--- src/rtl/multi_decade_down_counter.sv ---
// Two-digit BCD countdown timer: loads a preset, borrows ones->tens on each
// qualified tick, stops at 00 and flags expiry with a sticky flag and a one-clk pulse.
module multi_decade_down_counter #(
    parameter int N0 = 9,
    parameter int N1 = 9
) (
    input  logic       clk,
    input  logic       reset_n,
    input  logic       tick,
    input  logic       load,
    input  logic [3:0] load_ones,
    input  logic [3:0] load_tens,
    input  logic       start,
    input  logic       pause,
    output logic [3:0] ones,
    output logic [3:0] tens,
    output logic       running,
    output logic       expired,
    output logic       done
);

    localparam logic [3:0] N0_V = 4'(N0);
    localparam logic [3:0] N1_V = 4'(N1);

    typedef enum logic [1:0] {
        IDLE    = 2'd0,
        RUN     = 2'd1,
        PAUSED  = 2'd2,
        EXPIRED = 2'd3
    } state_t;

    state_t     state_r, state_s;
    logic [3:0] ones_r, ones_s;
    logic [3:0] tens_r, tens_s;
    logic       running_r, running_s;
    logic       expired_r, expired_s;
    logic       done_r, done_s;
    logic       count_zero_s;

    assign count_zero_s = (ones_r == 4'd0) && (tens_r == 4'd0);

    // Next-state, next-digit and flag logic; priority is load > pause > start > tick.
    always_comb begin
        state_s = state_r;
        ones_s  = ones_r;
        tens_s  = tens_r;
        if (load) begin
            ones_s  = (load_ones > N0_V) ? N0_V : load_ones;
            tens_s  = (load_tens > N1_V) ? N1_V : load_tens;
            state_s = IDLE;
        end else begin
            case (state_r)
                IDLE, PAUSED: begin
                    if (start && !pause) begin
                        state_s = count_zero_s ? EXPIRED : RUN;
                    end else begin
                        state_s = state_r;
                    end
                end
                RUN: begin
                    if (pause) begin
                        state_s = PAUSED;
                    end else if (tick) begin
                        if (ones_r != 4'd0) begin
                            ones_s = ones_r - 4'd1;
                        end else if (tens_r != 4'd0) begin
                            ones_s = N0_V;
                            tens_s = tens_r - 4'd1;
                        end else begin
                            ones_s = ones_r;
                        end
                        // Expiry is taken on the same edge that reaches 00.
                        if ((ones_s == 4'd0) && (tens_s == 4'd0)) begin
                            state_s = EXPIRED;
                        end else begin
                            state_s = RUN;
                        end
                    end else begin
                        state_s = RUN;
                    end
                end
                EXPIRED: begin
                    ones_s  = 4'd0;
                    tens_s  = 4'd0;
                    state_s = EXPIRED;
                end
                default: begin
                    state_s = IDLE;
                end
            endcase
        end
        running_s = (state_s == RUN);
        expired_s = (state_s == EXPIRED);
        done_s    = (state_s == EXPIRED) && (state_r != EXPIRED);
    end

    // State, digit and flag registers.
    always_ff @(posedge clk or negedge reset_n) begin
        if (!reset_n) begin
            state_r   <= IDLE;
            ones_r    <= 4'd0;
            tens_r    <= 4'd0;
            running_r <= 1'b0;
            expired_r <= 1'b0;
            done_r    <= 1'b0;
        end else begin
            state_r   <= state_s;
            ones_r    <= ones_s;
            tens_r    <= tens_s;
            running_r <= running_s;
            expired_r <= expired_s;
            done_r    <= done_s;
        end
    end

    assign ones    = ones_r;
    assign tens    = tens_r;
    assign running = running_r;
    assign expired = expired_r;
    assign done    = done_r;

endmodule
--- config.mk ---
export PLATFORM = sky130hd
export DESIGN_NAME = multi_decade_down_counter
export DESIGN_NICKNAME = d
export VERILOG_FILES = /design/src/rtl/multi_decade_down_counter.sv
export SDC_FILE = /design/constraint.sdc
export NUM_CORES = 1
export LEC_CHECK = 0
export ABC_AREA = 1
export BUFFER_PORTS_ARGS = -buffer_cell sky130_fd_sc_hd__buf_2
export CAP_MARGIN = 20
export CORE_MARGIN = 2
export CORE_UTILIZATION = 46
export CTS_CLUSTER_DIAMETER = 150
export DETAILED_ROUTE_END_ITERATION = 10
export GPL_TIMING_DRIVEN = 0
export PLACE_DENSITY = 0.83
export SLEW_MARGIN = 20
export SYNTH_ARGS = -nofsm -noshare
export SYNTH_HDL_FRONTEND = slang
export SYNTH_SLANG_ARGS = --single-unit
--- constraint.sdc ---
create_clock -name clk -period 1.5 [get_ports clk]
set_input_delay 0.15 -clock clk [delete_from_list [all_inputs] [get_ports clk]]
set_output_delay 0.15 -clock clk [all_outputs]
set_load 0.02 [all_outputs]
## Word-level counts from Yosys, hierarchy flattened

Cells that the tools add are included.

| word-level totals | value |
|---|---|
| register bits after elaboration | 13 |
| bits of input ports | 14 |
| output and inout port bits | 11 |

| operators by class | value |
|---|---|
| $add $sub $neg | 2 |
| $lt $le $gt $ge | 2 |
| eq/ne operators | 8 |
| multiplexer cells | 29 |
| reduce and logical (&&, ||, !) cells | 15 |

Operators with widths:

| cell | number |
|---|---|
| two-way mux 4 bit | 20 |
| logical NOT 4 bit | 4 |
| one-hot mux 4 bit (2 select lines) | 2 |
| two-way mux 2 bit | 6 |
| greater-than comparator 4 bit, second input constant | 2 |
| nonzero test 4 bit | 2 |
| subtractor 4 x 1 -> 4 bit, second input constant | 2 |
| equality test 2 bit, second input constant | 3 |
| inequality test 3 bit, second input constant | 2 |
| one-hot mux 2 bit (3 select lines) | 1 |
| equality test 2 x 1 -> 1 bit, second input constant | 2 |
| logical AND 1 bit | 4 |
| AND reduction 3 bit | 1 |
| nonzero test 3 bit | 1 |
| logical NOT 2 bit | 1 |
| inequality test 2 bit, second input constant | 1 |
| OR reduction 2 bit | 1 |
| logical NOT 1 bit | 1 |

## Longest topological paths before layout

Gate-level depths: netlist of run 1.

| logic depth | value |
|---|---|
| depth in word-level cells | 16 |
| mapped depth | 15 |
| mapped depth without buffers | 15 |

## Worst setup path before layout of run 1

No wires, ideal clock.

| timing path | value |
|---|---|
| kind | register to register |
| start point | register ones_r[0], in the netlist ones[0] |
| end point | register running_r, in the netlist running |
| library setup time | 0.125 ns |
| data arrival time | 1.592 ns |
| data required time | 1.375 ns |
| slack | -0.217 ns |
| cell stages (with the launch flop) | 14 |
| clock period less this slack | 1.717 ns |
| cell sequence | dfrtp_1 inv_1 ha_1 nand2_2 nor2_4 nand2_2 nand2_1 nand3_1 nor2_1 nand2_1 nand2_2 nand2_1 inv_2 nor2_2 |

| on the way | value |
|---|---|
| longest elaborated chain between the ends | 14 |

Ends and longest elaborated chain:

| what | RTL line | RTL |
|---|---|---|
| start: declaration | 33 | `logic [3:0] ones_r, ones_s;` |
| start signal: assignment | 108 | `ones_r <= ones_s;` |
| subtractor 4 x 1 -> 4 bit (tied with other cells) | 65 | `ones_s = ones_r - 4'd1;` |
| two-way mux 4 bit | 64 | `if (ones_r != 4'd0) begin` |
| two-way mux 4 bit | 63 | `end else if (tick) begin` |
| two-way mux 4 bit | 61 | `if (pause) begin` |
| two-way mux 4 bit | 52 | `case (state_r)` |
| two-way mux 4 bit | 47 | `if (load) begin` |
| logical NOT 4 bit | 73 | `if ((ones_s == 4'd0) && (tens_s == 4'd0)) begin` |
| logical AND 1 bit | 73 |  |
| two-way mux 2 bit | 73 |  |
| two-way mux 2 bit | 63 |  |
| two-way mux 2 bit | 61 |  |
| one-hot mux 2 bit (3 select lines) (*) | 52 |  |
| two-way mux 2 bit (*) | 47 |  |
| net state_s[1] | 32 | `state_t state_r, state_s;` |
| equality test 2 x 1 -> 1 bit (*) | 92 | `running_s = (state_s == RUN);` |
| net running_s | 35 | `logic running_r, running_s;` |
| end signal: assignment | 110 | `running_r <= running_s;` |
| end: declaration | 35 |  |

Mark *: on every way through the listed nets, which the timed path passes. The rest lies on a longest branch. The select of a mux whose other input is x is not followed.
A chain may end at the register's enable or synchronous reset.

## Worst setup path in the final report of run 1

Ends and elaborated chain as after synthesis.

==> results.py, run 1 <==
metrics = {
    "synth": {
        "yosysUniqueCellTypes": 24,
        "synth_xor_area_frac": 0,
        "seq_area_frac_synth": 0.347,
        "synth_top_family_by_area": "simple AND/OR/NAND/NOR gates",
        "yosysWarnings": 0,
        "synth_cells": 136,
        "syn_nets": 152,
        "synth_compound_area_frac": 0.116,
        "syn_avg_cell_area_um2": 6.89,
        "synth_simple_gate_area_frac": 0.398,
        "syn-cell-area_um2": 937,
        "synth_seq_cells": 13,
        "synth_mux_area_frac": 0,
        "synthAdderAreaFrac": 0.0267,
    },
    "sta": {
        "finalSetupViolCount": 4,
        "fin_tns_setup_ns": -0.780,
        "slew-limit-headroom": 0.658,
        "final-max-slew-violation-count": 0,
        "whs_ns": 0.128,
        "period_minus_slack_ns": 1.72,
        "hold_viol_final": 0,
        "finalCritPeriodShare": 1.15,
        "worst_slew_pin_slew_ns": 0.511,
        "rsz0062_at_grt": "true",
        "fmax_mhz": 580,
        "finalWorstSetupSlack_ns": -0.224,
        "skew_ns": 0.00199,
    },
    "grt": {
        "grt_start_max_net_pins": 14,
        "grt-ovfl-total": 0,
        "antenna_found_initial": 0,
        "grt_pass1_wl_um": 4190,
        "grt_use_total": 0.219,
        "grt_pass1_vias": 1025,
    },
    "cts": {
        "ctsHtreeMaxLevel": 1,
        "cts_buffers": 3,
        "insertion_delay_ns": 0.28,
        "cts_sinks": 13,
        "cts.clk_slew.worst_paths_ns": 0.09,
        "cts_tree": "yes",
        "clockBufferDepth": 2,
        "root_buffer": "clkbuf_4",
    },
    "critical_path": {
        "path_cells": "inv_4 -> ha_4 -> nand2_4 -> nor2_4 -> nand3_2 -> nand2_1 -> nand3_1 -> nor2_1 -> nand2_1 -> nand2_2 -> nand2_1 -> inv_2 -> nor2_2",
        "path_class": "flip-flop to flip-flop",
        "slowest_stage": "dfrtp_2",
        "slowest_delay_ns": 0.43,
        "critPathBufInv": 2,
        "arrival_ns": 1.89,
        "worstPathRequired_ns": 1.67,
        "path_max_fanout": 8,
        "cp-end-kind": "flip-flop",
        "worstSetupStartpointType": "flip-flop",
        "crit_path_frequent_cell": "nand2_1",
        "critical_path.top_delay_family": "simple AND/OR/NAND/NOR gates",
    },
    "route": {
        "via_count": 1038,
        "wl_um": 2490,
        "drc_errors": 0,
        "wl_per_cell_um": 12.5,
        "drtAntennaViolNets": 0,
        "drt-initial-drc-count": 29,
        "drtPass1Iterations": 4,
        "viasPerCell": 5.19,
    },
    "floorplan": {
        "die_width_um": 49.1,
        "die_y_um": 49.1,
        "die_area_um2": 2410,
        "ios": 25,
        "rows": 16,
        "start_util": 0.483,
        "core_area_um2": 1940,
    },
    "cells_and_area": {
        "n_antenna_cell": 0,
        "syn_to_final_growth_pct": 37.2,
        "fillerInstances": 164,
        "layout-drive-gt1-share": 0.457,
        "final_nets": 190,
        "final_common_cell": "nand2_1",
        "layout_common_cells": "25 x nand2_1, 24 x buf_2, 15 x inv_1, 14 x nand3_1, 11 x nor2_1",
        "fin_cells": 200,
        "final_core_util": 0.662,
        "design_area_um2": 1290,
    },
    "power": {
        "leakage_nw": 0.662,
        "power_mw": 1.25,
        "powerDensity_nw_per_um2": 969,
        "peakVddDrop_mv": 0.662,
    },
    "place": {
        "globalplace.congestion": 0.899,
        "pre_cts_ws_ns": -0.214,
        "placed_cells": 187,
        "dpl.hpwl_um": 1820,
        "portBuffers": 24,
        "place_area_um2": 1130,
    },
    "outcome": {
        "outcome": "complete, but fails checks",
        "violations": "setup timing",
    },
    "run": {
        "drv_cap": 0,
    },
    "worst_hold_path": {
        "hold_class": "input pin to flip-flop",
    },
}
-- flip-flops by register name, indices dropped and copies added, names as in the netlist --
register  cells
expired       1
state_r       2
done          1
running       1
tens          4
ones          4
-- power by group --
part           leakage [nW]  switching [mW]  internal (mW)  total (mW)
sequential            0.159          0.0577          0.396       0.454
combinational         0.485           0.342          0.228       0.571
clock                0.0177           0.123         0.0989       0.222
-- cells in the mapped netlist --
library cell,instances,area (um^2)
a21oi_1,2,10.0
a31oi_1,4,25.0
a32o_1,1,10.0
buf_6,1,11.3
clkbuf_1,1,3.75
dfrtp_1,13,325
ha_1,2,25.0
inv_1,20,75.1
inv_2,4,15.0
nand2_1,28,105
nand2_2,5,31.3
nand3_1,16,80.1
nand3_2,2,20.0
nand3b_1,1,7.51
nor2_1,17,63.8
nor2_2,5,31.3
nor2_4,2,22.5
nor3_1,1,5.00
o211ai_1,2,15.0
o21ai_0,3,15.0
o21ai_1,2,10.0
o221ai_1,2,17.5
o22ai_1,1,6.26
or2_1,1,6.26
-- area by class of cell --
type,instances,area (um^2),area share
plain buffers,2,15.0,0.0117
clock buffers,3,22.5,0.0175
clock inverters,1,5.00,0.00389
inverters,24,92.6,0.0720
multi-input cells,97,591,0.459
flip-flops and latches,13,329,0.256
well taps,27,33.8,0.0263
repair buffers,33,198,0.154
-- path summary, 6_finish.rpt --
path / from / end / slack (ns) / cells past startpoint
min in group asynchronous: reset_n / tens[1]$_DFFE_PN0P_ / 0.29 / 2
hold / removal: load_ones[3] / ones[3]$_DFFE_PN0P_ / 0.13 / 3
setup reg to reg: ones[0]$_DFFE_PN0P_ / running$_DFF_PN0_ / -0.22 / 13
setup / recovery: ones[0]$_DFFE_PN0P_ / running$_DFF_PN0_ / -0.22 / 13
max in group asynchronous: reset_n / ones[1]$_DFFE_PN0P_ / 0.96 / 2
hold reg to reg: tens[0]$_DFFE_PN0P_ / tens[0]$_DFFE_PN0P_ / 0.62 / 2
-- cells by family (layout without fill, tap and decap cells) --
| kind of cell | Yosys count | count (layout) |
|---|---|---|
| AOI/OAI and AO/OA | 17 | 17 |
| adders and majority gates | 2 | 2 |
| and+or+nand+nor | 78 | 78 |
| buffers and inverters | 26 | 63 |
| DFF | 13 | 13 |
-- timing repair --
action	4_1_cts	5_1_grt
hold buffers	1	0
resized for setup	4	16
setup endpoints to repair	5	12
endpoints found under the hold margin	13	0
buffers inserted	3	4
pin swaps	4	5
cloned	0	1
-- tightest hold or removal path, cell delays in order --
cell and delay [ns]:
buf_2 0.09, nand2_1 0.06, o221ai_1 0.06
-- routing by layer --
metal | track usage | vias up | part of all wire
li1 | - | 518 | -
met1 | 0.267 | 473 | 0.43
met2 | 0.374 | 39 | 0.48
met3 | 0.0399 | 8 | 0.065
met4 | 0.0952 | 0 | 0.020
met5 | 0 | - | 0
(Power assumes the default switching activity.)
==> inputs of run 2 (changes only) <==
--- a/config.mk
+++ b/config.mk
@@ -8,8 +8,10 @@
 export ABC_AREA = 1
 export BUFFER_PORTS_ARGS = -buffer_cell sky130_fd_sc_hd__buf_2
 export CAP_MARGIN = 20
+export CELL_PAD_IN_SITES_DETAIL_PLACEMENT = 0
+export CELL_PAD_IN_SITES_GLOBAL_PLACEMENT = 1
 export CORE_MARGIN = 2
-export CORE_UTILIZATION = 46
+export CORE_UTILIZATION = 32
 export CTS_CLUSTER_DIAMETER = 150
 export DETAILED_ROUTE_END_ITERATION = 10
 export GPL_TIMING_DRIVEN = 0
==> run 2 against run 1 <==
  * The run still ends with setup timing left
  * Core utilization decreased by 19 points
  * Final cell count grew 3.0%
  * Clock skew down 0.0016 ns
  * Sequential power shrank 2%
  * Critical path depth stayed put
  * Wire length decreased by 2.8%
  * Clock power up 4%
  * Combinational power up 3.9%
  * Sequential share of layout area fell by 0.15 points
  * First-iteration DRC count down 21%
==> results.py, run 2 (synthesized netlist as in run 1, its figures left out) <==
metrics = {
    "outcome": {
        "outcome": "complete, but fails checks",
        "violations": "setup timing",
    },
    "sta": {
        "finalWorstSetupSlack_ns": -0.198,
        "rsz0062_at_grt": "true",
        "finalSetupViolCount": 5,
        "finalCritPeriodShare": 1.13,
        "final-max-slew-violation-count": 0,
        "slew-limit-headroom": 0.679,
        "worst_slew_pin_slew_ns": 0.480,
        "fmax_mhz": 589,
        "period_minus_slack_ns": 1.70,
        "hold_viol_final": 0,
        "skew_ns": 0.000391,
    },
    "route": {
        "wl_um": 2420,
        "wl_per_cell_um": 11.8,
        "via_count": 1011,
        "drtPass1Iterations": 4,
        "drtAntennaViolNets": 0,
        "drc_errors": 0,
        "viasPerCell": 4.91,
        "drt-initial-drc-count": 23,
    },
    "cts": {
        "cts_buffers": 3,
        "cts_sinks": 13,
        "root_buffer": "clkbuf_4",
        "cts.clk_slew.worst_paths_ns": 0.09,
        "insertion_delay_ns": 0.28,
        "ctsHtreeMaxLevel": 1,
        "cts_tree": "yes",
        "clockBufferDepth": 2,
    },
    "cells_and_area": {
        "fillerInstances": 293,
        "final_common_cell": "buf_2",
        "n_antenna_cell": 0,
        "layout_common_cells": "24 x buf_2, 22 x nand2_1, 16 x inv_1, 14 x nand3_1, 14 x nor2_1",
        "final_nets": 192,
        "layout-drive-gt1-share": 0.446,
        "final_core_util": 0.469,
        "syn_to_final_growth_pct": 38.1,
        "design_area_um2": 1290,
    },
    "floorplan": {
        "die_width_um": 58.1,
        "rows": 19,
        "die_area_um2": 3380,
        "ios": 25,
        "die_y_um": 58.1,
        "core_area_um2": 2760,
        "start_util": 0.340,
    },
    "critical_path": {
        "path_max_fanout": 8,
        "critical_path.top_delay_family": "simple AND/OR/NAND/NOR gates",
        "critPathBufInv": 2,
        "worstSetupStartpointType": "flip-flop",
        "worstPathRequired_ns": 1.67,
        "arrival_ns": 1.87,
        "slowest_delay_ns": 0.42,
        "cp-end-kind": "flip-flop",
        "path_cells": "inv_2 -> ha_4 -> nand2_4 -> nor2_4 -> nand2_1 -> nand3_1 -> o21ai_2 -> nor2_1 -> nand2_1 -> nand2_2 -> nand2_2 -> inv_2 -> nor2_2",
        "rrSetupSlack_ns": -0.20,
        "slowest_stage": "dfrtp_2",
        "path_class": "flip-flop to flip-flop",
    },
    "grt": {
        "antenna_found_initial": 0,
        "grt_use_total": 0.156,
        "grt_start_max_net_pins": 14,
        "grt_pass1_wl_um": 4060,
        "grt_pass1_vias": 966,
        "grt-ovfl-total": 0,
    },
    "run": {
        "drv_cap": 0,
    },
    "place": {
        "portBuffers": 24,
        "globalplace.congestion": 0.831,
        "dpl.hpwl_um": 1830,
        "place_area_um2": 1140,
    },
    "power": {
        "peakVddDrop_mv": 0.607,
        "leakage_nw": 0.664,
        "powerDensity_nw_per_um2": 980,
    },
    "worst_hold_path": {
        "hold_class": "input pin to flip-flop",
    },
}
run 2: layer usage:
layer  global-route usage  share of wire  up-vias
met3               0.0223          0.040        4
li1                     -              -      513
met2                0.279           0.52       22
met1                0.187           0.42      472
met4               0.0598          0.016        0
met5                    0              0        -
run 2: worst min-delay path, stage by stage:
cell and delay [ns]:
buf_2 0.09, nand2_1 0.05, o221ai_1 0.06
run 2: repair_timing:
| action | in CTS | in global routing |
|---|---|---|
| setup endpoints to repair | 4 | 10 |
| hold buffers | 1 | 0 |
| endpoints found under the hold margin | 13 | 0 |
| setup buffers | 5 | 5 |
| cloned | 0 | 0 |
| gates resized for setup | 5 | 8 |
| pin swaps | 5 | 4 |
run 2: worst paths after layout:
check                                startpoint                  end  cells past startpoint
min in group asynchronous               reset_n  tens[1]$_DFFE_PN0P_                      2
setup reg to reg            ones[1]$_DFFE_PN0P_    running$_DFF_PN0_                     13
setup / recovery            ones[1]$_DFFE_PN0P_    running$_DFF_PN0_                     13
hold reg to reg            state_r[0]$_DFF_PN0_       done$_DFF_PN0_                      3
hold / removal                     load_ones[3]  ones[3]$_DFFE_PN0P_                      3
max in group asynchronous               reset_n  ones[0]$_DFFE_PN0P_                      2
run 2: cell type report:
class | instances | area (um^2) | share of cell area
Buffer | 2 | 15.0 | 0.0116
Clock buffer | 3 | 22.5 | 0.0174
Clock inverter | 1 | 5.00 | 0.00387
Inverter | 24 | 92.6 | 0.0716
Multi-Input combinational cell | 97 | 573 | 0.443
Sequential cell | 13 | 329 | 0.254
Tap cell | 31 | 38.8 | 0.0300
Timing Repair Buffer | 35 | 218 | 0.168
run 2: where the power goes:
| part | internal, mW | switching [mW] | total [mW] |
|---|---|---|---|
| sequential | 0.396 | 0.0485 | 0.445 |
| combinational | 0.247 | 0.346 | 0.593 |
| clock | 0.0990 | 0.132 | 0.231 |
run 2: per-stage QoR:
stage	worst slack, ns	TNS, ns	power, mW	hold slack [ns]	std cells
after global placement	-0.207	-0.680	0.933	0.0568	191
after CTS	-0.175	-0.612	1.22	0.0942	201
after detailed placement	-0.242	-0.781	0.939	0.0601	191
final	-0.198	-0.692	1.27	0.0957	206
after floorplan	-0.106	-0.265	0.801	-0.146	136
after global routing	-0.333	-1.55	1.36	0.114	206
==> inputs of run 3 (changes only) <==
--- a/config.mk
+++ b/config.mk
@@ -11,11 +11,13 @@
 export CELL_PAD_IN_SITES_DETAIL_PLACEMENT = 0
 export CELL_PAD_IN_SITES_GLOBAL_PLACEMENT = 1
 export CORE_MARGIN = 2
-export CORE_UTILIZATION = 32
+export CORE_UTILIZATION = 34
+export CTS_BUF_LIST = sky130_fd_sc_hd__clkbuf_2
 export CTS_CLUSTER_DIAMETER = 150
 export DETAILED_ROUTE_END_ITERATION = 10
 export GPL_TIMING_DRIVEN = 0
-export PLACE_DENSITY = 0.83
+export PLACE_DENSITY = 0.87
+export SKIP_LAST_GASP = 1
 export SLEW_MARGIN = 20
 export SYNTH_ARGS = -nofsm -noshare
 export SYNTH_HDL_FRONTEND = slang
==> run 3 against run 2 <==
  * The flow still finishes with violations (setup timing)
  * Sequential share of layout area unchanged
  * Highest routed layer unchanged
  * Clock skew is 0.010 ns higher
  * Largest power group unchanged
  * Critical path depth is the same
  * Total power shrank 0.23%
  * Critical path type unchanged
==> results.py, run 3 (synthesized netlist as in run 1, its figures left out) <==
metrics = {
    "power": {
        "p_switching_uw": 548,
        "leakage_nw": 0.672,
        "power_frac_comb": 0.490,
        "seqPwrFrac": 0.350,
        "swShare": 0.433,
        "powerDensity_nw_per_um2": 978,
        "power_mw": 1.26,
        "p_int_uw": 717,
        "clockPowerShare": 0.160,
        "peakVddDrop_mv": 0.576,
    },
    "outcome": {
        "outcome": "complete, but fails checks",
        "violations": "setup timing",
    },
    "place": {
        "pre_cts_ws_ns": -0.226,
        "globalplace.congestion": 0.831,
        "dpl.hpwl_um": 1870,
        "portBuffers": 24,
        "place_area_um2": 1140,
    },
    "cts": {
        "ctsHtreeMaxLevel": 1,
        "cts_buffers": 3,
        "cts.clk_slew.worst_paths_ns": 0.14,
        "cts_sinks": 13,
        "root_buffer": "clkbuf_2",
        "clockBufferDepth": 2,
        "insertion_delay_ns": 0.31,
        "cts_tree": "yes",
    },
    "sta": {
        "skew_ns": 0.0105,
        "finalSetupViolCount": 7,
        "worst_slew_pin_slew_ns": 0.571,
        "slew-limit-headroom": 0.618,
        "fmax_mhz": 569,
        "finalCritPeriodShare": 1.17,
        "rsz0062_at_grt": "true",
        "final-max-slew-violation-count": 0,
        "finalWorstSetupSlack_ns": -0.259,
        "period_minus_slack_ns": 1.76,
        "whs_ns": 0.0749,
        "hold_viol_final": 0,
    },
    "floorplan": {
        "ios": 25,
        "core_area_um2": 2690,
        "die_width_um": 56.5,
        "die_y_um": 56.5,
        "die_area_um2": 3190,
        "start_util": 0.349,
        "rows": 19,
    },
    "cells_and_area": {
        "design_area_um2": 1290,
        "final_common_cell": "nand2_1",
        "final_nets": 194,
        "syn_to_final_growth_pct": 38.1,
        "n_antenna_cell": 0,
        "layout-drive-gt1-share": 0.429,
        "layout_common_cells": "25 x nand2_1, 24 x buf_2, 16 x inv_1, 16 x nor2_1, 14 x nand3_1",
        "final_core_util": 0.482,
    },
    "grt": {
        "antenna_found_initial": 0,
        "grt_use_total": 0.166,
        "grt_start_max_net_pins": 14,
        "grt-ovfl-total": 0,
        "grt_pass1_wl_um": 4190,
        "grt_pass1_vias": 975,
    },
    "critical_path": {
        "worstPathRequired_ns": 1.70,
        "rrSetupSlack_ns": -0.26,
        "regToRegEndpoint": "running$_DFF_PN0_",
        "path_max_fanout": 8,
        "crit-reg2reg-launch": "ones[0]$_DFFE_PN0P_",
        "worstSetupStartpointType": "flip-flop",
        "path_class": "flip-flop to flip-flop",
        "arrival_ns": 1.96,
        "r2r_cells": 13,
        "cp-end-kind": "flip-flop",
    },
    "route": {
        "drt-initial-drc-count": 27,
        "viasPerCell": 5.00,
        "drtPass1Iterations": 4,
        "wl_um": 2570,
        "wl_per_cell_um": 12.4,
        "drtAntennaViolNets": 0,
        "via_count": 1039,
        "drc_errors": 0,
    },
    "worst_hold_path": {
        "hold_depth": 3,
        "min_to": "ones[3]$_DFFE_PN0P_",
        "hold_class": "input pin to flip-flop",
        "hold_path_startpoint": "load_ones[3]",
    },
    "run": {
        "drv_cap": 0,
    },
}
==> run 3: cell count changes in the layout (fill, tap and decap cells not counted) <==
| cell | change |
|---|---|
| clkbuf_2 | +3 |
| nand2_4 | +2 |
| buf_6 | +1 |
| nor2_2 | -2 |
| buf_12 | -1 |
| nand2_1 | +3 |
| clkbuf_4 | -3 |
| buf_4 | +2 |
| nor2_1 | +2 |
| o21ai_2 | +1 |
| nand2_2 | -5 |
| o21ai_0 | -1 |
==> run 3: per-stage QoR <==
stage / setup TNS (ns) / std cells
2_1_floorplan: -0.265 / 136
3_3_place_gp: -0.677 / 191
3_5_place_dp: -0.754 / 191
4_1_cts: -0.743 / 204
5_1_grt: -2.10 / 208
6_report: -1.11 / 208
==> run 3: final cells by class <==
cell class	instances	area, um^2
fillers	287	1390
multi-input cells	97	574
flip-flops and latches	13	329
repair buffers	37	224
inverters	24	92.6
well taps	31	38.8
clock buffers	3	15.0
plain buffers	2	15.0
clock inverters	1	5.00
==> run 3: per-layer routing <==
metal  up-vias  wire (um)  GRT usage
met5         -          0          0
met4         0         38     0.0612
met3         5         74     0.0253
met2        21       1400      0.302
met1       492       1070      0.193
li1        521          -          -
==> run 3: worst max-delay path: stages (launching register included) <==
cell,delay [ns]
dfrtp_2,0.45
inv_4,0.07
ha_4,0.15
nand2_4,0.05
nor2_4,0.25
nor2_2,0.09
nor2_1,0.11
nand3_1,0.09
nor2_1,0.10
nand2_1,0.07
nand2_2,0.08
nand2_2,0.05
inv_2,0.05
nor2_2,0.03
==> run 3: how the worst max path moves through the flow <==
stage                                    from                 to  slack [ns]
after floorplan           ones[1]$_DFFE_PN0P_  running$_DFF_PN0_       -0.11
after global routing      ones[0]$_DFFE_PN0P_     done$_DFF_PN0_       -0.35
after detailed placement  ones[1]$_DFFE_PN0P_  running$_DFF_PN0_       -0.23
after CTS                 ones[0]$_DFFE_PN0P_  running$_DFF_PN0_       -0.20
final                     ones[0]$_DFFE_PN0P_  running$_DFF_PN0_       -0.26
after global placement    tens[0]$_DFFE_PN0P_  running$_DFF_PN0_       -0.21
==> run 3: what timing repair did <==
action / 4_1_cts / 5_1_grt
endpoints found under the setup margin: 5 / 12
buffers inserted: 8 / 4
endpoints found under the hold margin: 13 / 0
pin swaps: 10 / 16
cloned: 0 / 0
resized for setup: 5 / 8
hold buffers: 1 / 0
==> run 3: power by group through the flow <==
stage / Sequential [mW] / Clock [mW] / Combinational (mW)
6_report: 0.443 / 0.202 / 0.619
5_1_grt: 0.450 / 0.221 / 0.681
4_1_cts: 0.444 / 0.199 / 0.560
3_5_place_dp: 0.459 / 0 / 0.482
3_3_place_gp: 0.457 / 0 / 0.473
2_1_floorplan: 0.502 / 0 / 0.299
